===== config.mk =====
export PLATFORM = sky130hd
export DESIGN_NAME = dmem_arbiter
export DESIGN_NICKNAME = d
export VERILOG_FILES = /design/src/rtl/dmem_arbiter.sv
export SDC_FILE = /design/constraint.sdc
export NUM_CORES = 1
export LEC_CHECK = 0
export CORE_AREA = 2 2 119 121
export CTS_CLUSTER_DIAMETER = 60
export CTS_CLUSTER_SIZE = 28
export DETAILED_ROUTE_END_ITERATION = 10
export DIE_AREA = 0 0 121 123
export GPL_ROUTABILITY_DRIVEN = 0
export PLACE_DENSITY = 0.73
export SLEW_MARGIN = 20
export SYNTH_ARGS = -nofsm -noshare
export SYNTH_HDL_FRONTEND = slang
export SYNTH_SLANG_ARGS = --single-unit

===== constraint.sdc =====
create_clock -name clock -period 2.25 [get_ports clock]
set_input_delay 0.3375 -clock clock [delete_from_list [all_inputs] [get_ports clock]]
set_output_delay 0.3375 -clock clock [all_outputs]
set_load 0.02 [all_outputs]

===== src/rtl/dmem_arbiter.sv =====
// Data RAM arbiter: shares the single-port data RAM between the MEM-stage
// CPU port and an external burst loader/debug port.  The CPU has priority,
// but once a burst is granted it is guaranteed at least one RAM cycle in two.
// An EXT request that keeps losing to the CPU is force-granted after MAXWAIT
// refused cycles.
module dmem_arbiter #(
    parameter int AW      = 32,
    parameter int DW      = 32,
    parameter int LENW    = 8,
    parameter int MAXWAIT = 8
) (
    input  logic            clock,
    input  logic            resetn,
    input  logic            cpu_req,
    input  logic            cpu_we,
    input  logic [AW-1:0]   cpu_addr,
    input  logic [DW-1:0]   cpu_wdata,
    output logic [DW-1:0]   cpu_rdata,
    output logic            cpu_stall,
    input  logic            ext_req,
    input  logic            ext_we,
    input  logic [AW-1:0]   ext_addr,
    input  logic [LENW-1:0] ext_len,
    input  logic [DW-1:0]   ext_wdata,
    output logic            ext_gnt,
    output logic            ext_beat,
    output logic [DW-1:0]   ext_rdata,
    output logic            ext_done,
    output logic            ram_we,
    output logic [AW-1:0]   ram_addr,
    output logic [DW-1:0]   ram_wdata,
    input  logic [DW-1:0]   ram_rdata
);

    localparam int WCW = (MAXWAIT < 1) ? 1 : $clog2(MAXWAIT + 1);
    localparam logic [WCW-1:0] WAIT_MAX = WCW'(MAXWAIT);

    typedef enum logic {
        IDLE  = 1'b0,
        BURST = 1'b1
    } state_t;

    state_t          state_q, state_d;
    logic [AW-1:0]   addr_q, addr_d;
    logic            we_q, we_d;
    logic [LENW-1:0] beats_q, beats_d;
    logic [WCW-1:0]  wait_q, wait_d;
    logic            last_cpu_q, last_cpu_d;

    logic            grant;

    // Read data is shared by both ports; each port qualifies it itself.
    assign cpu_rdata = ram_rdata;
    assign ext_rdata = ram_rdata;

    assign grant = ext_req && (!cpu_req || (wait_q == WAIT_MAX));

    // Next-state, RAM routing and handshake decode.
    always_comb begin
        state_d    = state_q;
        addr_d     = addr_q;
        we_d       = we_q;
        beats_d    = beats_q;
        wait_d     = wait_q;
        last_cpu_d = last_cpu_q;

        cpu_stall  = 1'b0;
        ext_gnt    = 1'b0;
        ext_beat   = 1'b0;
        ext_done   = 1'b0;
        ram_addr   = cpu_addr;
        ram_wdata  = cpu_wdata;
        ram_we     = cpu_req && cpu_we;

        unique case (state_q)
            IDLE: begin
                if (grant) begin
                    ext_gnt    = 1'b1;
                    addr_d     = ext_addr;
                    we_d       = ext_we;
                    beats_d    = (ext_len == '0) ? LENW'(1) : ext_len;
                    last_cpu_d = cpu_req;
                    wait_d     = '0;
                    state_d    = BURST;
                end else begin
                    last_cpu_d = 1'b0;
                    if (ext_req) begin
                        if (wait_q != WAIT_MAX) begin
                            wait_d = wait_q + WCW'(1);
                        end
                    end else begin
                        wait_d = '0;
                    end
                end
            end

            BURST: begin
                if (cpu_req && !last_cpu_q) begin
                    // CPU keeps the RAM (default routing); next cycle is EXT's.
                    last_cpu_d = 1'b1;
                end else begin
                    ram_addr   = addr_q;
                    ram_we     = we_q;
                    ram_wdata  = ext_wdata;
                    ext_beat   = 1'b1;
                    cpu_stall  = cpu_req;
                    addr_d     = addr_q + AW'(4);
                    beats_d    = beats_q - LENW'(1);
                    last_cpu_d = 1'b0;
                    if (beats_q <= LENW'(1)) begin
                        ext_done = 1'b1;
                        state_d  = IDLE;
                    end
                end
            end

            default: state_d = IDLE;
        endcase

        // Reset must block RAM writes and handshakes in the very cycle it rises.
        if (resetn) begin
            ram_we    = 1'b0;
            cpu_stall = 1'b0;
            ext_gnt   = 1'b0;
            ext_beat  = 1'b0;
            ext_done  = 1'b0;
        end
    end

    // State and burst-context registers.
    always_ff @(posedge clock or posedge resetn) begin
        if (resetn) begin
            state_q    <= IDLE;
            addr_q     <= '0;
            we_q       <= 1'b0;
            beats_q    <= '0;
            wait_q     <= '0;
            last_cpu_q <= 1'b0;
        end else begin
            state_q    <= state_d;
            addr_q     <= addr_d;
            we_q       <= we_d;
            beats_q    <= beats_d;
            wait_q     <= wait_d;
            last_cpu_q <= last_cpu_d;
        end
    end

endmodule


==> flow_summary_export.csv <==
group,metric,value,unit
status,outcome,"finished, final reports clean",
sta,fin_ws,15.9,ps
sta,drv_slew,0,
yosys,synthCells,613,
routing,dr.pass1.iters,4,
yosys,synthesis.area,0.00413,mm2
setup_path,reg2regPathDepth,5,
sta,min_period,2230,ps
worst_hold_path,hp-class,"flip-flop to flip-flop",
clocking,cts_root_buffer,"clkbuf_16",
setup_path,path_common_cell,"nand2_1",
power_and_ir_drop,leakage,0.00296,uW
floorplan,rows,43,
finish,finalNetCount,964,
yosys,synth.yosys.seq_area_share,28.5,%
sta,relSlewSlack,56.4,%
setup_path,start_kind,"primary input",
setup_path,path_class,"primary input to primary output",
yosys,synth-main-ff-cell,"dfrtp_1",
yosys,synth_fp_nets,792,
setup_path,cp.required,1910,ps
yosys,ys_ff_latch,47,
routing,totalWireLength,15500,um
floorplan,die_area,0.0149,mm2
yosys,async_flop_share,100,%
floorplan,pin_count,307,
finish,diodes,0,
setup_path,cp-endpoint,"ram_addr[15]",
sta,fin_crit_sh,99.3,%
setup_path,cp_cell_sequence,"clkdlybuf4s50_1, nand2b_4, nand2_2, buf_4, nand2_1, nand2_1, dlygate4sd2_1",
place,place_ws,-334,ps
sta,rsz0062_at_grt,"true",
yosys,yosys_warnings,0,
grt,antenna_found_initial,0,
sta,setup_viol,0,
setup_path,r2r_slack,140,ps
clocking,cts_tree,"yes",
power_and_ir_drop,p_per_area,920,mW/mm2
finish,final_layout_size_suffix_gt1_share,11.2,%
grt,grt_max_degree,51,
finish,area_growth,54.6,%
setup_path,r2r_end,"addr_q[25]",
floorplan,die_w,121,um
grt,grtUsageTotal,19.8,%
setup_path,cp_data_arrival_time,1900,ps
yosys,synth_top_area_share,28.5,%
clocking,holdBufCountCts,0,
setup_path,crit_family,"buffers and inverters",
grt,grt_pass1_wl,23500,um
setup_path,cp-startpoint,"cpu_req",
floorplan,core,0.0136,mm2
yosys,synth_edf_count,0,
setup_path,cp.depth,7,
sta,hold-worst-slack,474,ps
sta,worst_slew_pin_slew,649,ps
yosys,ys_top_cells_by_area,"dfrtp_1 (28%), nand2_1 (20%), buf_4 (12%)",
setup_path,r2r_start,"addr_q[7]",
clocking,clk_path_buf_depth,2,
setup_path,path_buf_inv,3,
routing,via_count,4820,
setup_path,crit_fanout,12,
grt,gr-total-overflow,0,
clocking,clock_sinks,47,
yosys,avgSynthCellArea,6.74,um2
routing,ant_nets,0,
clocking,cts_made_buffers,5,
sta,fmax,448,MHz
clocking,cts_max_level,2,
sta,hold_viol,0,
floorplan,start_util,30.4,%
routing,wl_per_cell,16.1,um
power_and_ir_drop,peakVddDrop,0.446,mV
routing,first_iter_violations,230,
grt,grt_pass1_vias,4632,
routing,vias_per_cell,4.99,
place,dp_hpwl,11900,um
run,drv_cap,0,
yosys,yosys.cell_types.count,52,
yosys,synth_top_area_cell,"dfrtp_1",
floorplan,die_h,123,um
setup_path,cp_slowest_stage_delay,530,ps
place,io_buffers,210,
setup_path,crit_slowest_cell,"clkdlybuf4s50_1",
yosys,synthTopCellsByCount,"nand2_1 (216), buf_4 (64), dfrtp_1 (47), clkbuf_1 (34), o21ai_0 (32)",
routing,drc_errors,0,
yosys,synth_most_common_cell,"nand2_1",
setup_path,cp-end-kind,"primary output",
sta,fin_skew,3.81,ps
clocking,path_clk_slew,60,ps
clocking,insertion_delay,290,ps
state kept, by name (all words and copies together) (netlist names):
register,cells
state_q,1
we_q,1
wait_q,4
addr_q,32
last_cpu_q,1
beats_q,8
cell usage in the layout, fill, tap and decap left out, types with 16 or more instances in the layout:
cell / netlist / final
nand2_1: 216 / 215
nor2_1: 23 / 23
o22ai_1: 17 / 17
buf_4: 64 / 47
a21oi_1: 29 / 29
o21ai_0: 32 / 31
nand3_1: 18 / 18
nor3_1: 16 / 16
dfrtp_1: 47 / 46
dlygate4sd2_1: 0 / 54
clkdlybuf4s50_1: 0 / 142
layout make-up:
cell class,instances,area [um2]
fill,1363,7220
clock buffer,8,156
sequential,47,1180
multi-input combinational,456,2330
tap,180,225
timing repair buffer,263,2450
inverter,12,45.0
stage by stage:
stage / cell area (um2) / power, uW / utilization, % / std cells / setup TNS (ps)
after floorplan: 4130 / 3640 / - / 613 / 0
final: 6390 / 5880 / 46.9 / 966 / 0
after detailed placement: 6280 / 5310 / 46.2 / 955 / -17380
after CTS: 6360 / 5860 / 46.8 / 963 / 0
after global routing: 6390 / 6330 / 46.9 / 966 / -70.8
after global placement: 6280 / 5240 / 46.2 / 955 / -16510
where the power goes:
group | internal (uW) | switching [uW]
Combinational | 1580 | 1890
Sequential | 1230 | 390
Clock | 474 | 322
Total | 3280 | 2600
repair_timing:
item / 4_1_cts / 5_1_grt
endpoints found under the setup margin: 68 / 51
gates resized for setup: 73 / 26
buffers inserted: 0 / 1
cloned: 0 / 2
pin swaps: 0 / 0
worst min path at each step:
stage                     start        end  cells past startpoint
detailed placement         we_q       we_q                      2
CTS                        we_q       we_q                      2
floorplan           ext_addr[0]  addr_q[0]                      2
finish                     we_q       we_q                      2
global route          wait_q[3]  wait_q[3]                      1
global placement           we_q       we_q                      2
per-layer routing:
metal	vias to the layer above	wire, um	GRT usage [%]
met5	-	0	0
met4	0	369	6.61
met1	2192	6650	26.3
met3	39	1390	4.84
li1	2375	-	-
met2	214	7120	31.5
worst register-to-register path, stage by stage (launching register included):
cell      delay [ps]
dfrtp_1          440
nand4_2          210
or4_4            610
or4_1            530
o21ai_1          100
a211oi_1          80
cell families after synthesis:
family / after synthesis / synth area share [%]
mux: 5 / 1.21
buf+inv: 111 / 15.9
compound gates: 126 / 19.3
fa+ha+maj: 5 / 1.51
simple gates: 319 / 33.6
flops: 47 / 28.5
No activity file was read; power rests on OpenSTA's default activity.
